==> src/rtl/writeback_unit.sv <==
// writeback_unit: final RV32I stage ahead of the register file.
// Accepts one retiring instruction per ex_valid/ex_ready handshake. A non-load
// writes its ALU result on the next cycle. A load waits in WAIT_MEM for the
// data-memory response, aligns and extends it by funct3, and then writes it.
// Misaligned loads, illegal funct3 values and timed-out loads raise a
// one-cycle load_err pulse, and the unit suppresses their write.
// Ports:
//   clk, rst                  clock and asynchronous active-high reset
//   ex_valid / ex_ready       retire handshake (ex_ready is combinational)
//   ex_wen, ex_is_load, ex_rd,
//   ex_result, ex_funct3,
//   ex_addr_lo                retiring instruction payload
//   mem_rvalid, mem_rdata     data-memory read response
//   reg_write, rd, write      registered register-file write port
//   load_err                  registered one-cycle load error pulse
module writeback_unit #(
    parameter int unsigned TIMEOUT_CYCLES = 16
) (
    input  logic        clk,
    input  logic        rst,
    input  logic        ex_valid,
    output logic        ex_ready,
    input  logic        ex_wen,
    input  logic        ex_is_load,
    input  logic [4:0]  ex_rd,
    input  logic [31:0] ex_result,
    input  logic [2:0]  ex_funct3,
    input  logic [1:0]  ex_addr_lo,
    input  logic        mem_rvalid,
    input  logic [31:0] mem_rdata,
    output logic [31:0] reg_write,
    output logic [4:0]  rd,
    output logic        write,
    output logic        load_err
);

    localparam int unsigned CNT_W = $clog2(TIMEOUT_CYCLES);
    localparam logic [CNT_W-1:0] CNT_LAST = CNT_W'(TIMEOUT_CYCLES - 1);

    typedef enum logic {
        IDLE,
        WAIT_MEM
    } state_t;

    state_t           state, state_nxt;
    logic [CNT_W-1:0] cnt, cnt_nxt;
    logic [4:0]       ld_rd, ld_rd_nxt;
    logic [2:0]       ld_funct3, ld_funct3_nxt;
    logic [1:0]       ld_addr_lo, ld_addr_lo_nxt;
    logic             ld_wen, ld_wen_nxt;
    logic [31:0]      reg_write_nxt;
    logic [4:0]       rd_nxt;
    logic             write_nxt;
    logic             load_err_nxt;

    logic [7:0]       load_byte;
    logic [15:0]      load_half;
    logic [31:0]      load_data;
    logic             load_bad;

    assign ex_ready = (state == IDLE);

    // Select and extend the response using the latched load attributes
    always_comb begin
        load_byte = 8'd0;
        load_half = 16'd0;
        load_data = mem_rdata;
        load_bad  = 1'b0;
        case (ld_addr_lo)
            2'd0:    load_byte = mem_rdata[7:0];
            2'd1:    load_byte = mem_rdata[15:8];
            2'd2:    load_byte = mem_rdata[23:16];
            default: load_byte = mem_rdata[31:24];
        endcase
        load_half = ld_addr_lo[1] ? mem_rdata[31:16] : mem_rdata[15:0];
        case (ld_funct3)
            3'd0: load_data = {{24{load_byte[7]}}, load_byte};
            3'd4: load_data = {24'd0, load_byte};
            3'd1: begin
                load_data = {{16{load_half[15]}}, load_half};
                load_bad  = ld_addr_lo[0];
            end
            3'd5: begin
                load_data = {16'd0, load_half};
                load_bad  = ld_addr_lo[0];
            end
            3'd2:    load_bad = (ld_addr_lo != 2'd0);
            default: load_bad = 1'b1;
        endcase
    end

    // Next-state and next-output logic
    always_comb begin
        state_nxt      = state;
        cnt_nxt        = cnt;
        ld_rd_nxt      = ld_rd;
        ld_funct3_nxt  = ld_funct3;
        ld_addr_lo_nxt = ld_addr_lo;
        ld_wen_nxt     = ld_wen;
        reg_write_nxt  = reg_write;
        rd_nxt         = rd;
        write_nxt      = 1'b0;
        load_err_nxt   = 1'b0;

        case (state)
            IDLE: begin
                if (ex_valid) begin
                    if (ex_is_load) begin
                        ld_rd_nxt      = ex_rd;
                        ld_funct3_nxt  = ex_funct3;
                        ld_addr_lo_nxt = ex_addr_lo;
                        ld_wen_nxt     = ex_wen;
                        cnt_nxt        = '0;
                        state_nxt      = WAIT_MEM;
                    end else begin
                        reg_write_nxt = ex_result;
                        rd_nxt        = ex_rd;
                        write_nxt     = ex_wen && (ex_rd != 5'd0);
                    end
                end
            end
            WAIT_MEM: begin
                // A response on the final counted cycle still wins over timeout
                if (mem_rvalid) begin
                    reg_write_nxt = load_data;
                    rd_nxt        = ld_rd;
                    write_nxt     = !load_bad && ld_wen && (ld_rd != 5'd0);
                    load_err_nxt  = load_bad;
                    state_nxt     = IDLE;
                end else if (cnt == CNT_LAST) begin
                    load_err_nxt = 1'b1;
                    state_nxt    = IDLE;
                end else begin
                    cnt_nxt = cnt + CNT_W'(1);
                end
            end
            default: state_nxt = IDLE;
        endcase
    end

    // State and registered outputs
    always_ff @(posedge clk or posedge rst) begin
        if (rst) begin
            state      <= IDLE;
            cnt        <= '0;
            ld_rd      <= 5'd0;
            ld_funct3  <= 3'd0;
            ld_addr_lo <= 2'd0;
            ld_wen     <= 1'b0;
            reg_write  <= 32'd0;
            rd         <= 5'd0;
            write      <= 1'b0;
            load_err   <= 1'b0;
        end else begin
            state      <= state_nxt;
            cnt        <= cnt_nxt;
            ld_rd      <= ld_rd_nxt;
            ld_funct3  <= ld_funct3_nxt;
            ld_addr_lo <= ld_addr_lo_nxt;
            ld_wen     <= ld_wen_nxt;
            reg_write  <= reg_write_nxt;
            rd         <= rd_nxt;
            write      <= write_nxt;
            load_err   <= load_err_nxt;
        end
    end

endmodule

==> config.mk <==
export PLATFORM = sky130hd
export DESIGN_NAME = writeback_unit
export DESIGN_NICKNAME = d
export VERILOG_FILES = /design/src/rtl/writeback_unit.sv
export SDC_FILE = /design/constraint.sdc
export NUM_CORES = 1
export LEC_CHECK = 0
export CAP_MARGIN = 10
export CORE_AREA = 3 3 93 95
export CTS_CLUSTER_DIAMETER = 60
export DETAILED_ROUTE_END_ITERATION = 16
export DIE_AREA = 0 0 96 98
export PLACE_DENSITY = 0.8
export SETUP_SLACK_MARGIN = 0.1
export SYNTH_ARGS = -nofsm -noshare
export SYNTH_HDL_FRONTEND = slang
export SYNTH_SLANG_ARGS = --single-unit
==> constraint.sdc <==
create_clock -name clk -period 1.8 [get_ports clk]
set_clock_uncertainty 0.2 [all_clocks]
set_input_delay 0.18 -clock clk [delete_from_list [all_inputs] [get_ports clk]]
set_output_delay 0.18 -clock clk [all_outputs]
set_load 0.01 [all_outputs]
# == Word level (Yosys, flattened, before mapping) ==
# Cells that the tools add are included.
# classes
add_sub_neg,1
n_eq_ne,13
mux,29
n_bitwise,1
n_reduce_logical,14
# op_table
op,count
$pmux 32 s4,1
$mux 32,3
$pmux 32 s2,1
$pmux 8 s3,1
$mux 16,1
$mux 4,4
$mux 5,3
$mux 1,10
$ne 2x2->1 const B,5
$pmux 5 s2,1
$reduce_bool 5->1,2
$pmux 4 s2,1
$eq 3x3->1 const B,2
$reduce_and 3->1,2
$add 4x1->4 const B,1
$eq 4x4->1 const B,1
$pmux 1 s2,2
$reduce_and 4->1,1
$reduce_or 2->1,2
$eq 3x1->1 const B,1
$eq 3x2->1 const B,1
$logic_and 1x1->1,3
$logic_not 3->1,1
$pmux 1 s3,1
other kinds (7),7
# totals
regBits,55
inputBits,80
output_inout_bits,40
elab_cells,68

# == Logic depth before layout (Yosys ltp) ==
# Gate-level depths: netlist (run 1).
# depth
ltp_word,8
depth_mapped,6
mapped_depth_nobuf,5

# == Worst setup path after synthesis (run 1) ==
# Ideal clock, no wire load.
# synth_timing
path_type,flip-flop to flip-flop
start,register ld_addr_lo[1]
end,register reg_write[10]
setup_time_ps,126
arrival_ps,1458
required_ps,1474
setup_slack_ps,16
stages_incl_launch_ff,5
path_buffers,0
period_less_slack_ps,1784
path_cell_list,dfrtp_1 mux4_2 a21oi_2 a221oi_1 a221o_1
# synth_via
elab_chain_cells,5
word_cells_on_any_way,8
classes_between,eq/ne: 2; mux: 5; reduce/logical: 1
# synth_rtl
item,line_no,rtl
from (decl),49,"logic [1:0] ld_addr_lo, ld_addr_lo_nxt;"
from (signal assigned),159,ld_addr_lo <= ld_addr_lo_nxt;
$eq 2x2->1 (tied with other cells),69,case (ld_addr_lo)
$pmux 8 s3,69,
$pmux 32 s4 (*),76,case (ld_funct3)
$mux 32 (*),124,if (mem_rvalid) begin
$pmux 32 s2 (*),105,case (state)
to (signal assigned),161,reg_write <= reg_write_nxt;
to (decl),31,"output logic [31:0] reg_write,"
# Every way passes the cells marked *; elsewhere a longest branch is shown, timed or not. The select of a mux whose other input is x is not followed.
# A chain may end at the register's enable or synchronous reset.

# == Worst setup path in the final report (run 1) ==
# layout_timing
start,register ld_addr_lo[1]
end,register reg_write[15]
# Same word-level chain as after synthesis.

==> results of run 1 <==
==> area by class of cell <==
class,count,area (sq um)
Inverter,7,30.0
Clock buffer,5,68.8
Clock inverter,3,46.3
Tap cell,102,128
Fill cell,621,2760
Timing Repair Buffer,161,1580
Multi-Input combinational cell,228,1810
Sequential cell,55,1380
==> cell usage after synthesis (2+ instances only) <==
library cell  number  share of area
clkbuf_1           8         0.0096
a222oi_1           4          0.013
a31oi_1            2         0.0040
dfrtp_1           55           0.44
a221oi_1           2         0.0056
a21oi_1           28          0.045
nor3_1             5         0.0080
buf_2             11          0.018
mux2_2            33           0.12
mux4_2             5          0.036
and2_1             2         0.0040
nand2_1           41          0.049
o21ai_0           20          0.032
nand3_1            8          0.013
nor2b_1            2         0.0040
nor2_1             5         0.0060
mux2i_1           15          0.048
or4_1              2         0.0048
o211ai_1           6          0.014
o22ai_1           15          0.030
buf_4              2         0.0048
a221o_1            3         0.0096
inv_1              7         0.0084
a211oi_1           2         0.0048
or3_1              7          0.014
o221ai_1           5          0.014
nand2b_1           5          0.010
==> kinds of logic after synthesis <==
kind of cell    Yosys count
compound gates           92
xor+xnor                  1
fa+ha+maj                 1
buf+inv                  29
flops                    55
mux                      53
simple gates             81
==> flip-flops by register name, indices dropped and copies added, names as in the netlist <==
name / cells
ld_wen: 1
ld_funct3: 3
rd: 5
load_err: 1
ld_rd: 5
cnt: 4
write: 1
state: 1
reg_write: 32
ld_addr_lo: 2
==> power groups by stage <==
stage,Clock (uW),Sequential [uW],Combinational [uW]
final,865,1810,2270
after global routing,936,1850,2430
after CTS,880,1810,2140
after detailed placement,0,1820,2020
after global placement,0,1800,1980
after floorplan,0,1880,878
==> worst max path at each step <==
stage               endpoint  slack (ps)  cells past startpoint          start
2_1_floorplan  reg_write[10]          30                      4  ld_addr_lo[1]
3_3_place_gp   reg_write[10]        -220                      5  mem_rdata[31]
3_5_place_dp    reg_write[9]        -260                      5  mem_rdata[31]
4_1_cts        reg_write[15]         -60                      4  ld_addr_lo[1]
5_1_grt        reg_write[15]        -120                      4  ld_addr_lo[1]
6_report       reg_write[15]         -70                      4  ld_addr_lo[1]
==> layer usage <==
layer	part of all wire	GRT usage	routed length (um)
met1	0.40	0.295	4370
met5	0	0	0
met3	0.097	0.0709	1060
met2	0.49	0.375	5340
met4	0.019	0.0558	204
==> stage by stage <==
| stage | utilization | std cells | worst slack [ps] | hold slack, ps | TNS [ps] |
|---|---|---|---|---|---|
| global route | 0.646 | 561 | -118 | 90.6 | -2210 |
| CTS | 0.630 | 558 | -56.6 | 80.4 | -324 |
| detailed placement | 0.597 | 547 | -264 | 272 | -5100 |
| finish | 0.646 | 561 | -74.4 | 76.1 | -651 |
| global placement | 0.597 | 547 | -216 | 273 | -4110 |
| floorplan | - | 312 | 32.3 | 54.1 | 0 |
==> what timing repair did <==
| action | 4_1_cts | 5_1_grt |
|---|---|---|
| setup endpoints to repair | 33 | 37 |
| resized for setup | 35 | 26 |
| endpoints found under the hold margin | 0 | 0 |
| cloned | 1 | 0 |
| buffers inserted | 2 | 4 |
| pin swaps | 6 | 7 |
| hold buffers | 0 | 0 |
==> worst min-delay path: cells and delay by family <==
family | cells | cell delay, ps
buf+inv | 3 | 810
==> results.cfg, run 1 <==
[clock_network]
cts_made_buffers = 5
htreeDepth = 2
cts_buffer_depth = 2
path_clk_slew_ps = 110
cts_root_buf = clkbuf_8
cts_tree = yes
clk-insertion-delay-late_ps = 320
cts.sinks = 55

[synth]
synth_xor_area_frac = 0.00280
avgSynthCellArea_sq_um = 10.0
postSynthCellCount = 312
synth_warnings = 0
synth_mux_area_frac = 0.203
synth-simple-area-share = 0.122
synth_top_family_by_area = multiplexers
yosys_register_bits = 55
seq_area_frac_synth = 0.440
synth_edf_count = 0
synth_compound_area_frac = 0.186
synth_fa_ha_area_frac = 0.00400
yosysUniqueCellTypes = 39
netlist_area_sq_um = 3130
async_flop_share = 1.00
ys.flop_type = dfrtp_1
synth_nets = 393

[pwr]
pwr-share-clk = 0.175
switching_share = 0.343
power_density_nw_per_um2 = 981
seqPwrFrac = 0.366
peakVddDrop_mv = 0.514
p_leak_uw = 0.00205
p_switching_uw = 1700
finalPower_uw = 4950
power_frac_comb = 0.459
p_int_uw = 3250

[critical_path]
reg2reg_to = reg_write[15]
cp_slowest_cell = mux4_2
arrival_ps = 1890
cp_top_family = multiplexers
cp-start-kind = flop
rr_startpoint = ld_addr_lo[1]
slowest_delay_ps = 570
r2r_slack_ps = -70
crit_path_end_kind = flop
crit_fanout = 4
path_cells = mux4_2 > a21oi_4 > a21oi_1 > a221o_1
rr_worst_depth = 4
crit_buf_inv = 0
worstSetupPathType = flop to flop
worstPathRequired_ps = 1810

[placement]
port_buffers = 119
dp_hpwl_um = 8000
dpl-instance-area_sq_um = 4660
gp_congestion = 0.851

[floorplan]
core_sq_um = 7810
die-area_sq_um = 9410
die_w_um = 96
die_h_um = 98
io_pins = 120
start_util = 0.400
rows = 32

[timing]
rsz0062_at_grt = yes
fin_ws_ps = -74.4
fin_crit_ps = 1870
fmax_ghz = 0.533
slew_headroom = 0.756
fin_crit_sh = 1.04
final-hold-violation-count = 0
worst_pin_slew_ps = 365
maxSlewViolCount = 0
setup_violations = 18

[route]
drc = 0
via_per_inst = 5.73
drt_iter0_markers = 198
wl_um = 11000
first_pass_iters = 5
final_antenna_net_count = 0
vias = 3217
wire_per_inst_um = 19.6

[global_routing]
grt_overflow = 0
grt_pass1_vias = 3240
grt_max_degree = 56
antenna_found_initial = 0
grt_pass1_wl_um = 16800
grt_use_total = 0.230

[cells_and_area]
area_delta_synth_final_pct = 61.4
layout-drive-gt1-share = 0.294
final_area_sq_um = 5050
final_cell_mix = clkdlybuf4s50_1, dfrtp_1, nand2_1
n_antenna_cell = 0
nets = 539
layout_commonest_cell = clkdlybuf4s50_1

[min_path]
hold_path_class = primary input to asynchronous set/reset pin

[status]
status = complete, but fails checks
violations = negative setup slack

[flow_run]
max_cap_viol_count = 0
Note: power is estimated with default switching activity, not from simulation.
==> run 2: changes to the inputs <==
--- a/config.mk
+++ b/config.mk
@@ -8,6 +8,6 @@
 export CAP_MARGIN = 10
-export CORE_AREA = 3 3 93 95
+export CORE_AREA = 2 2 92 94
 export CTS_CLUSTER_DIAMETER = 60
 export DETAILED_ROUTE_END_ITERATION = 16
-export DIE_AREA = 0 0 96 98
+export DIE_AREA = 0 0 94 96
 export PLACE_DENSITY = 0.8
@@ -17 +17,2 @@
 export SYNTH_SLANG_ARGS = --single-unit
+export TNS_END_PERCENT = 1
--- a/constraint.sdc
+++ b/constraint.sdc
@@ -4,2 +4,2 @@
 set_output_delay 0.18 -clock clk [all_outputs]
-set_load 0.01 [all_outputs]
+set_load 0.05 [all_outputs]
==> run 2 against run 1 <==
Compared with the run above:
- the flow still finishes with violations (negative setup slack)
- wire length down 7.4%
- cell count shrank 1.6%
- clock power decreased by 14%
- non-clock buffer count is 12 lower
- count of clock-buffer cells in the layout is 1 higher
- maximum frequency up 0.85%
- critical endpoint unchanged
- highest routed layer unchanged
- via count down 2.6%
==> results.cfg, run 2 (synthesis gave the netlist of run 1 again) <==
[critical_path]
reg2reg_to = reg_write[15]
crit_path_end_kind = flop
rr_startpoint = ld_addr_lo[1]
cp_slowest_cell = mux4_2
cp-start-kind = flop
startpoint = ld_addr_lo[1]
arrival_ps = 1860
slowest_delay_ps = 580
crit_fanout = 3
worstPathRequired_ps = 1800
rr_worst_depth = 4
r2r_slack_ps = -60
path_cells = mux4_2 > a21oi_4 > a21oi_1 > a221o_1
worstSetupPathType = flop to flop

[timing]
slew_headroom = 0.772
maxSlewViolCount = 0
setup_violations = 8
fmax_ghz = 0.538
fin_crit_sh = 1.03
worst_pin_slew_ps = 337
setup_tns_ps = -286
fin_crit_ps = 1860
rsz0062_at_grt = yes
fin_ws_ps = -58.7
final-hold-violation-count = 0

[floorplan]
die_w_um = 94
start_util = 0.388
die_h_um = 96
rows = 33
core_sq_um = 8050
die-area_sq_um = 9020
io_pins = 120

[flow_run]
max_cap_viol_count = 0

[route]
wl_um = 10200
drc = 0
first_pass_iters = 5
via_per_inst = 5.68
vias = 3133
drt_iter0_markers = 191
final_antenna_net_count = 0
wire_per_inst_um = 18.4

[cells_and_area]
final_cells = 552
area_delta_synth_final_pct = 52.6
multiInputGateArea_sq_um = 1750
final_area_sq_um = 4770
reg_top3 = reg_write (32), ld_rd (5), rd (5)
fillerInstances = 714
n_antenna_cell = 0
final_cell_mix = clkdlybuf4s50_1, buf_4, dfrtp_1
layout_commonest_cell = clkdlybuf4s50_1
seq_area_sq_um = 1380
post-route-util = 0.593
largest_reg_flops = 32
layout-drive-gt1-share = 0.309
top_register = reg_write
nets = 527

[clock_network]
cts_made_buffers = 5
cts_root_buf = clkbuf_8
cts.sinks = 55
cts_buffer_depth = 2
cts_setup_buffers = 0
cts_tree = yes
htreeDepth = 2
cts.hold.buffers_added = 0
path_clk_slew_ps = 100
clk-insertion-delay-late_ps = 310

[global_routing]
antenna_found_initial = 0
grt_max_degree = 56
grt_use_total = 0.224
grt_overflow = 0
grt_pass1_vias = 3169
grt_pass1_wl_um = 15600

[placement]
dpl-instance-area_sq_um = 4510
gp_congestion = 0.918
port_buffers = 119
dp_hpwl_um = 7750
dp_cells = 544

[status]
status = complete, but fails checks
violations = negative setup slack

[min_path]
hold_path_class = primary input to asynchronous set/reset pin

[pwr]
p_leak_uw = 0.00205
peakVddDrop_mv = 0.417
finalPower_uw = 5330
power_density_nw_per_um2 = 1120
run 2: changes by cell type in the layout (fill, tap and decap cells not counted), moves of 8 or more:
cell / previous run / this run
a21oi_2: 22 / 3
buf_4: 33 / 63
a21oi_1: 6 / 25
mux2_2: 33 / 25
mux2_4: 0 / 8
clkdlybuf4s50_1: 117 / 79
run 2: layout make-up:
type                            instances  area share
Multi-Input combinational cell        228       0.367
Timing Repair Buffer                  149       0.290
Sequential cell                        55       0.289
Tap cell                              105      0.0275
Clock buffer                            6      0.0173
Inverter                                7     0.00629
Clock inverter                          2     0.00341
run 2: per-layer routing:
layer	vias up	share of wire	wire length (um)	track usage
met3	13	0.077	783	0.0407
met1	1536	0.40	4070	0.278
met4	0	0.011	110	0.0531
met2	144	0.51	5210	0.405
met5	-	0	0	0
li1	1440	-	-	-
run 2: per-stage QoR:
stage               hold WS, ps  worst slack [ps]
CTS                        50.1             -43.9
global placement            268              -286
detailed placement          272              -377
global route               53.4              -138
floorplan                   107              32.2
finish                     25.3             -58.7
run 2: critical path, delay by kind of cell, from the launching register on:
family          cells  cell delay [ps]
flops               1              420
mux                 1              580
compound gates      3              550
run 2: worst max path at each step:
stage / to / slack, ps / depth (start not counted)
global placement: reg_write[5] / -290 / 5
CTS: reg_write[9] / -40 / 4
floorplan: reg_write[10] / 30 / 4
global route: reg_write[9] / -140 / 4
detailed placement: reg_write[5] / -380 / 5
finish: reg_write[15] / -60 / 4
run 2: repair_timing:
action | in CTS | in global routing
pin swaps | 5 | 6
gates resized for setup | 24 | 15
setup endpoints to repair | 50 | 51
run 2: power by group:
part           internal, uW  total [uW]  leakage [uW]  switching, uW
Combinational          1110        2780       0.00135           1670
Clock                   315         743     0.0000474            427
Sequential             1550        1810      0.000654            255
==> run 3: changes to the inputs <==
ABC_CLOCK_PERIOD_IN_PS = 1800   (was not set)
==> results of run 3 <==
Final layout, timing and power as in run 2 (identical DEF).
